## config.mk

```make
export PLATFORM = sky130hd
export DESIGN_NAME = coordinate_streamer
export DESIGN_NICKNAME = d
export VERILOG_FILES = /design/src/rtl/coordinate_streamer.sv
export SDC_FILE = /design/constraint.sdc
export NUM_CORES = 1
export LEC_CHECK = 0
export ABC_AREA = 1
export ABC_CLOCK_PERIOD_IN_PS = 2500
export BUFFER_PORTS_ARGS = -buffer_cell sky130_fd_sc_hd__buf_4
export CORE_AREA = 2 2 307 309
export DETAILED_ROUTE_END_ITERATION = 8
export DIE_AREA = 0 0 309 311
export PLACE_DENSITY = 0.45
export SYNTH_ARGS = -nofsm -noshare
export SYNTH_HDL_FRONTEND = slang
export SYNTH_SLANG_ARGS = --single-unit
```

## constraint.sdc

```tcl
create_clock -name clk -period 2.5 [get_ports clk]
set_clock_uncertainty 0.05 [all_clocks]
set_input_delay 0.125 -clock clk [delete_from_list [all_inputs] [get_ports clk]]
set_output_delay 0.125 -clock clk [all_outputs]
set_load 0.01 [all_outputs]
```

## src/rtl/coordinate_streamer.sv

```systemverilog
`default_nettype none
// ============================================================================
// Module   : coordinate_streamer
// Purpose  : Streams stored (X,Y) coordinate pairs from the coordinate memory
//            to the host one field at a time over a valid/ack handshake.
//            Optional XOR checksum output enabled by COORD_STREAM_CHECKSUM_EN.
// Revision : 1.0 - initial release
// ============================================================================
module coordinate_streamer #(
    parameter int COORD_W = 256,
    parameter int ADDR_W  = 8
) (
    input  logic               clk,
    input  logic               reset,
    input  logic               start,
    input  logic [ADDR_W:0]    numCoords,
    output logic               memRdEn,
    output logic [ADDR_W-1:0]  memAddr,
    input  logic [COORD_W-1:0] memXData,
    input  logic [COORD_W-1:0] memYData,
    output logic [COORD_W-1:0] coordOut,
    output logic               coordIsY,
    output logic               coordValid,
    input  logic               coordAck,
    output logic               busy,
    output logic               done
`ifdef COORD_STREAM_CHECKSUM_EN
    ,
    output logic [COORD_W-1:0] checksum
`endif
);

    localparam logic [2:0] S_IDLE    = 3'd0;
    localparam logic [2:0] S_FETCH   = 3'd1;
    localparam logic [2:0] S_CAPTURE = 3'd2;
    localparam logic [2:0] S_SEND_X  = 3'd3;
    localparam logic [2:0] S_SEND_Y  = 3'd4;
    localparam logic [2:0] S_FINISH  = 3'd5;

    localparam logic [ADDR_W:0]   c_CNT_ONE  = (ADDR_W+1)'(1);
    localparam logic [ADDR_W-1:0] c_ADDR_ONE = ADDR_W'(1);

    logic [2:0]         r_state;
    logic [2:0]         w_next;
    logic [ADDR_W:0]    r_count;
    logic [ADDR_W-1:0]  r_addr;
    logic [COORD_W-1:0] r_x;
    logic [COORD_W-1:0] r_y;
    logic               w_start_ok;
    logic               w_last;
    logic               w_field_ack;

    assign w_start_ok  = start && ((r_state == S_IDLE) || (r_state == S_FINISH));
    // The count is at least 1 whenever SEND_Y is reachable, so count-1 never underflows there.
    assign w_last      = ({1'b0, r_addr} == (r_count - c_CNT_ONE));
    assign w_field_ack = coordValid && coordAck;

    // State register
    always_ff @(posedge clk) begin
        if (reset) begin
            r_state <= S_IDLE;
        end else begin
            r_state <= w_next;
        end
    end

    // Next-state logic
    always_comb begin
        w_next = r_state;
        case (r_state)
            S_IDLE, S_FINISH: begin
                if (start) begin
                    w_next = (numCoords != '0) ? S_FETCH : S_FINISH;
                end
            end
            S_FETCH:   w_next = S_CAPTURE;
            S_CAPTURE: w_next = S_SEND_X;
            S_SEND_X: begin
                if (coordAck) begin
                    w_next = S_SEND_Y;
                end
            end
            S_SEND_Y: begin
                if (coordAck) begin
                    w_next = w_last ? S_FINISH : S_FETCH;
                end
            end
            default:   w_next = S_IDLE;
        endcase
    end

    // Output decode
    always_comb begin
        memRdEn    = 1'b0;
        coordOut   = '0;
        coordIsY   = 1'b0;
        coordValid = 1'b0;
        busy       = 1'b1;
        done       = 1'b0;
        case (r_state)
            S_IDLE:    busy = 1'b0;
            S_FETCH:   memRdEn = 1'b1;
            S_CAPTURE: ;
            S_SEND_X: begin
                coordValid = 1'b1;
                coordOut   = r_x;
            end
            S_SEND_Y: begin
                coordValid = 1'b1;
                coordIsY   = 1'b1;
                coordOut   = r_y;
            end
            S_FINISH: begin
                busy = 1'b0;
                done = 1'b1;
            end
            default:   busy = 1'b0;
        endcase
    end

    // Count, address and holding registers
    always_ff @(posedge clk) begin
        if (reset) begin
            r_count <= '0;
            r_addr  <= '0;
            r_x     <= '0;
            r_y     <= '0;
        end else begin
            if (w_start_ok) begin
                r_count <= numCoords;
                r_addr  <= '0;
            end
            if (r_state == S_CAPTURE) begin
                r_x <= memXData;
                r_y <= memYData;
            end
            if ((r_state == S_SEND_Y) && coordAck && !w_last) begin
                r_addr <= r_addr + c_ADDR_ONE;
            end
        end
    end

    assign memAddr = r_addr;

`ifdef COORD_STREAM_CHECKSUM_EN
    logic [COORD_W-1:0] r_checksum;

    always_ff @(posedge clk) begin
        if (reset) begin
            r_checksum <= '0;
        end else if (w_start_ok) begin
            r_checksum <= '0;
        end else if (w_field_ack) begin
            r_checksum <= r_checksum ^ coordOut;
        end
    end

    assign checksum = r_checksum;
`else
    logic w_unused;
    assign w_unused = w_field_ack;
`endif

endmodule
`default_nettype wire

```

**After elaboration in Yosys (flattened, before gate mapping)**

Index checks and enable logic that the tools add are counted.

- Multiplexer cells: 14
- Equal/unequal tests: 9
- Add/subtract/negate cells: 2
- Reductions and logical operators: 12

Operators with widths:

| operator | number |
|---|---|
| 256-bit one-hot mux with 2 select lines | 1 |
| 8-bit 2-to-1 mux | 2 |
| 3-bit 2-to-1 mux | 5 |
| 3-bit one-hot mux with 5 select lines | 1 |
| 8-bit by 9-bit == test with 1-bit output | 1 |
| 9-bit nonzero test | 1 |
| 9-bit by 1-bit subtractor with 9-bit output, second input constant | 1 |
| 8-bit by 1-bit adder with 8-bit output, second input constant | 1 |
| 3-bit by 2-bit == test with 1-bit output, second input constant | 2 |
| 3-bit == test, second input constant | 2 |
| 2-bit != test, second input constant | 3 |
| 1-bit 2-to-1 mux | 5 |
| 2-bit OR reduction | 2 |
| 4-bit OR reduction | 1 |
| 3-bit by 1-bit == test with 1-bit output, second input constant | 1 |
| 1-bit logical AND | 3 |
| 3-bit zero test | 1 |
| 3-bit AND reduction | 1 |
| 2-bit nonzero test | 1 |
| 1-bit zero test | 1 |
| 1-bit logical OR | 1 |

- Output and inout bits: 269
- Input bits: 525
- Flip-flop bits (word level): 532

**Depth between registers and ports, before layout**

- Depth after elaboration: 5
- Depth in mapped cells: 14

**Least setup slack after synthesis**

Ideal clock, no wire load.

- Path kind: register -> register
- Start: register r_count[0]
- End: register r_addr[6] (netlist: memAddr[6])
- Path slack: 0.835 ns
- Cell stages (with the launch flop): 15
- Clock period less this slack: 1.665 ns
- Data arrival time: 1.545 ns
- Library setup time: 0.070 ns
- Path through: dfxtp_1 > inv_2 > ha_1 > inv_1 > nand2_1 > nand2_1 > nor2_1 > nand2_1 > nor2_1 > nand2_1 > nor2_4 > nand2_4 > nand2_8 > nand3_2 > a21oi_2

- Longest elaborated chain between the ends: 5

Ends and longest elaborated chain:

| element | line | RTL |
|---|---|---|
| from (decl) | 45 | `logic [ADDR_W:0] r_count;` |
| from (signal assigned) | 130 | `r_count <= numCoords;` |
| 9-bit by 1-bit subtractor with 9-bit output * | 55 | `assign w_last = ({1'b0, r_addr} == (r_count - c_CNT_ONE));` |
| 8-bit by 9-bit == test with 1-bit output * | 55 |  |
| 1-bit zero test * | 137 | `if ((r_state == S_SEND_Y) && coordAck && !w_last) begin` |
| 1-bit logical AND * | 137 |  |
| 8-bit 2-to-1 mux or 2-bit nonzero test (tied branches) | - |  |
| to (signal assigned) | 138 | `r_addr <= r_addr + c_ADDR_ONE;` |
| to (decl) | 46 | `logic [ADDR_W-1:0] r_addr;` |

Every way passes the cells marked *; elsewhere a longest branch is shown, timed or not.
A chain may end at the register's enable or synchronous reset.

**Worst setup path after layout**

- Start: register r_state[2]
- End: output port coordOut[117]

- Longest elaborated chain between the ends: 2

Ends and longest elaborated chain:

| element | line | RTL |
|---|---|---|
| from (decl) | 43 | `logic [2:0] r_state;` |
| from (signal assigned) | 63 | `r_state <= w_next;` |
| 3-bit == test or 3-bit by 2-bit == test with 1-bit output (tied branches) | 100 | `case (r_state)` |
| 256-bit one-hot mux with 2 select lines * | 100 |  |
| to (decl) | 21 | `output logic [COORD_W-1:0] coordOut,` |

Marks and branches as above.

==> metrics.cfg <==
[timing]
slew_headroom_pct=55.22
tns_ns=0
worstMarginPinSlew_ns=0.6717
setup_ws_ns=0.1436
layout_min_cycle_time_ns=2.356
fmax_ghz=0.4244
final-setup-viol-count=0
final_max_slew_viol_count=0
hold_violations=0
fin_crit_sh_pct=94.25

[setup_path]
worstSetupEndpointType=output port
crit_path_max_fanout=15
cp-start-kind=flop
worstReg2RegEnd=r_count[8]$_SDFFE_PP0P_
worstReg2RegStart=r_state[0]$_SDFFE_PP0P_
worstPathRequired_ns=2.33
cp.arrival_ns=2.18
r2r_cells=7
setup.worst_path.class=reg2out
rrSetupSlack_ns=0.20

[finish]
nets=4520
regArea_mm2=0.01065
postLayoutCoreUtil_pct=39.35
multi_input_area_mm2=0.009540
nFillCells=9632
area_growth_pct=70.83
drive_gt1_share_pct=25.53
finalInstanceArea_mm2=0.03650
final_cells=5311

[grt]
track_usage_pct=18.92
antenna_found_initial=13
grt_max_degree=145
grt_pass1_vias=24080
grt_first_pass_wirelength_um=143200
grt_overflow_total=0

[power]
power.density_mw_per_mm2=749.1
irDropWorstVdd_v=0.0004577
pwr-share-comb_pct=22.5
clkPwrFrac_pct=36.8
net-switching-power_uw=8446
swShare_pct=30.89
seqPwrFrac_pct=40.8
p_leak_uw=0.01675
internal_power_uw=18900

[drt]
viasPerCell=4.454
vias=23660
avgRoutedWirePerCell_um=17.94
ant_nets=0
drt_first_pass_iters=5
drt_iter0_markers=1515
routed_wl_um=95300
drc_errors=0

[hold_path]
hold_class=in2reg
whs_endpoint=r_x[1]$_SDFFE_PP0P_
hold_start=memXData[1]
hold_depth=4

[yosys]
synth-seq-cells=532
synth_fp_nets=3277
syn_area_per_cell_um2=7.770
yosysTopAreaCellShare_pct=49.84
synth_area_mm2=0.02137
yosysSeqAreaShare_pct=49.84
yosys-top-cells-area=dfxtp_1, nor2_1, o21ai_0
ys_warn_count=0
synth.distinct_cells=29
yosysTopAreaCell=dfxtp_1
syn_inst=2750

[status]
outcome=finished clean

[placement]
dp_slack_ns=0.3967
globalplace.congestion=0.8002
place_hpwl_um=62110
place_inst=4632
portBuffers=793
placed_cell_area_mm2=0.02859

[die]
die_x_um=309
core_area_mm2=0.09277
io_pins=794
die_area_mm2=0.09610
initial_utilization_pct=23.03
rows=112
die_h_um=311

[clocking]
cts_sinks=532
cts_tree=yes
cts_buffers=67
clockBufferDepth=3
clock-root-buffer=clkbuf_16
htreeDepth=3
path_clk_slew_ns=0.06
clock_latency_ns=0.61

[flow_run]
cap_violations=0

[cells in the mapped netlist, drive strengths merged]
cell type and count:
a22o 256, ha 2, nand3b 1, clkbuf 69, nor3 3, o21ai 524, xor2 3, buf 160
nor4 1, nand2 67, dfxtp 532, nand3 25, a21oi 20, or2 2, nor2 1047, nand4 3
o22ai 1, inv 34
[power groups by stage]
stage               Combinational (uW)  Clock [uW]  Sequential (uW)
global placement                  5280           0            11300
CTS                               6190       10400            11100
global route                      6890       10700            11300
detailed placement                5320           0            11300
floorplan                         3300           0            11000
finish                            6140       10100            11100
[kinds of logic after synthesis]
kind of cell               share of synthesized area, %
and+or+nand+nor                                   20.92
AOI/OAI and AO/OA                                 23.43
DFF                                               49.84
buffers and inverters                             5.563
xor gates and xnor gates                         0.1230
adders and majority gates                        0.1171
[what timing repair did]
action                                 4_1_cts  5_1_grt
gates resized for setup                      9        4
pin swaps                                    2        2
hold buffers                               526        0
endpoints found under the hold margin      532        0
cloned                                       6        1
setup endpoints to repair                  180      135
buffers inserted                            11        2
[through the flow]
stage	total power, uW	hold slack, ns
after floorplan	14300	0.2099
after global placement	16570	0.2941
after detailed placement	16590	0.3011
after CTS	27660	0.1523
after global routing	28920	0.1732
final	27340	0.2073
[layout by cell type (no fill, tap or decap), types with 17 or more instances in the layout]
cell	n
clkbuf_8	17
a22o_1	255
nand3_1	17
dlygate4sd3_1	526
buf_12	19
buf_4	845
clkbuf_16	70
inv_1	21
o21ai_0	518
nor2_1	1040
dfxtp_1	530
nand2_1	62
[cell type report]
type                    count  area share [%]
clock inverters            23          0.7130
clock buffers             100           5.515
inverters                  34          0.3908
multi-input cells        1955           26.14
diodes                     10         0.06855
well taps                1254           4.298
flip-flops and latches    532           29.18
repair buffers           1403           33.69
[sequential cells by signal (all words and copies together) (netlist names)]
signal / count
memAddr: 8
r_count: 9
r_state: 3
r_x: 256
r_y: 256
[layer usage]
layer	track usage, %	part of all wire [%]
met5	0	0.025
met3	5.769	7.8
met4	6.112	3.0
met1	23.00	42
met2	31.64	47
[critical path: stages (launching register included)]
cell and delay (ns):
dfxtp_1 0.39, nand2_2 0.12, nor2_4 0.20, buf_12 0.20
buf_6 0.20, a22o_1 0.26, buf_4 0.17
[how the worst max path moves through the flow]
stage | start | endpoint | slack (ns) | depth (start not counted)
finish | r_state[2]$_SDFFE_PP0P_ | coordOut[117] | 0.14 | 6
global route | r_state[2]$_SDFFE_PP0P_ | coordOut[112] | -0.006 | 7
CTS | r_state[1]$_SDFFE_PP0P_ | coordOut[250] | 0.001 | 6
detailed placement | r_state[1]$_SDFFE_PP0P_ | r_x[112]$_SDFFE_PP0P_ | 0.40 | 6
global placement | r_state[1]$_SDFFE_PP0P_ | r_y[110]$_SDFFE_PP0P_ | 0.42 | 6
floorplan | r_count[0]$_SDFFE_PP0P_ | memAddr[6]$_SDFFE_PP0P_ | 0.83 | 14
Note: power is estimated with default switching activity, not from simulation.
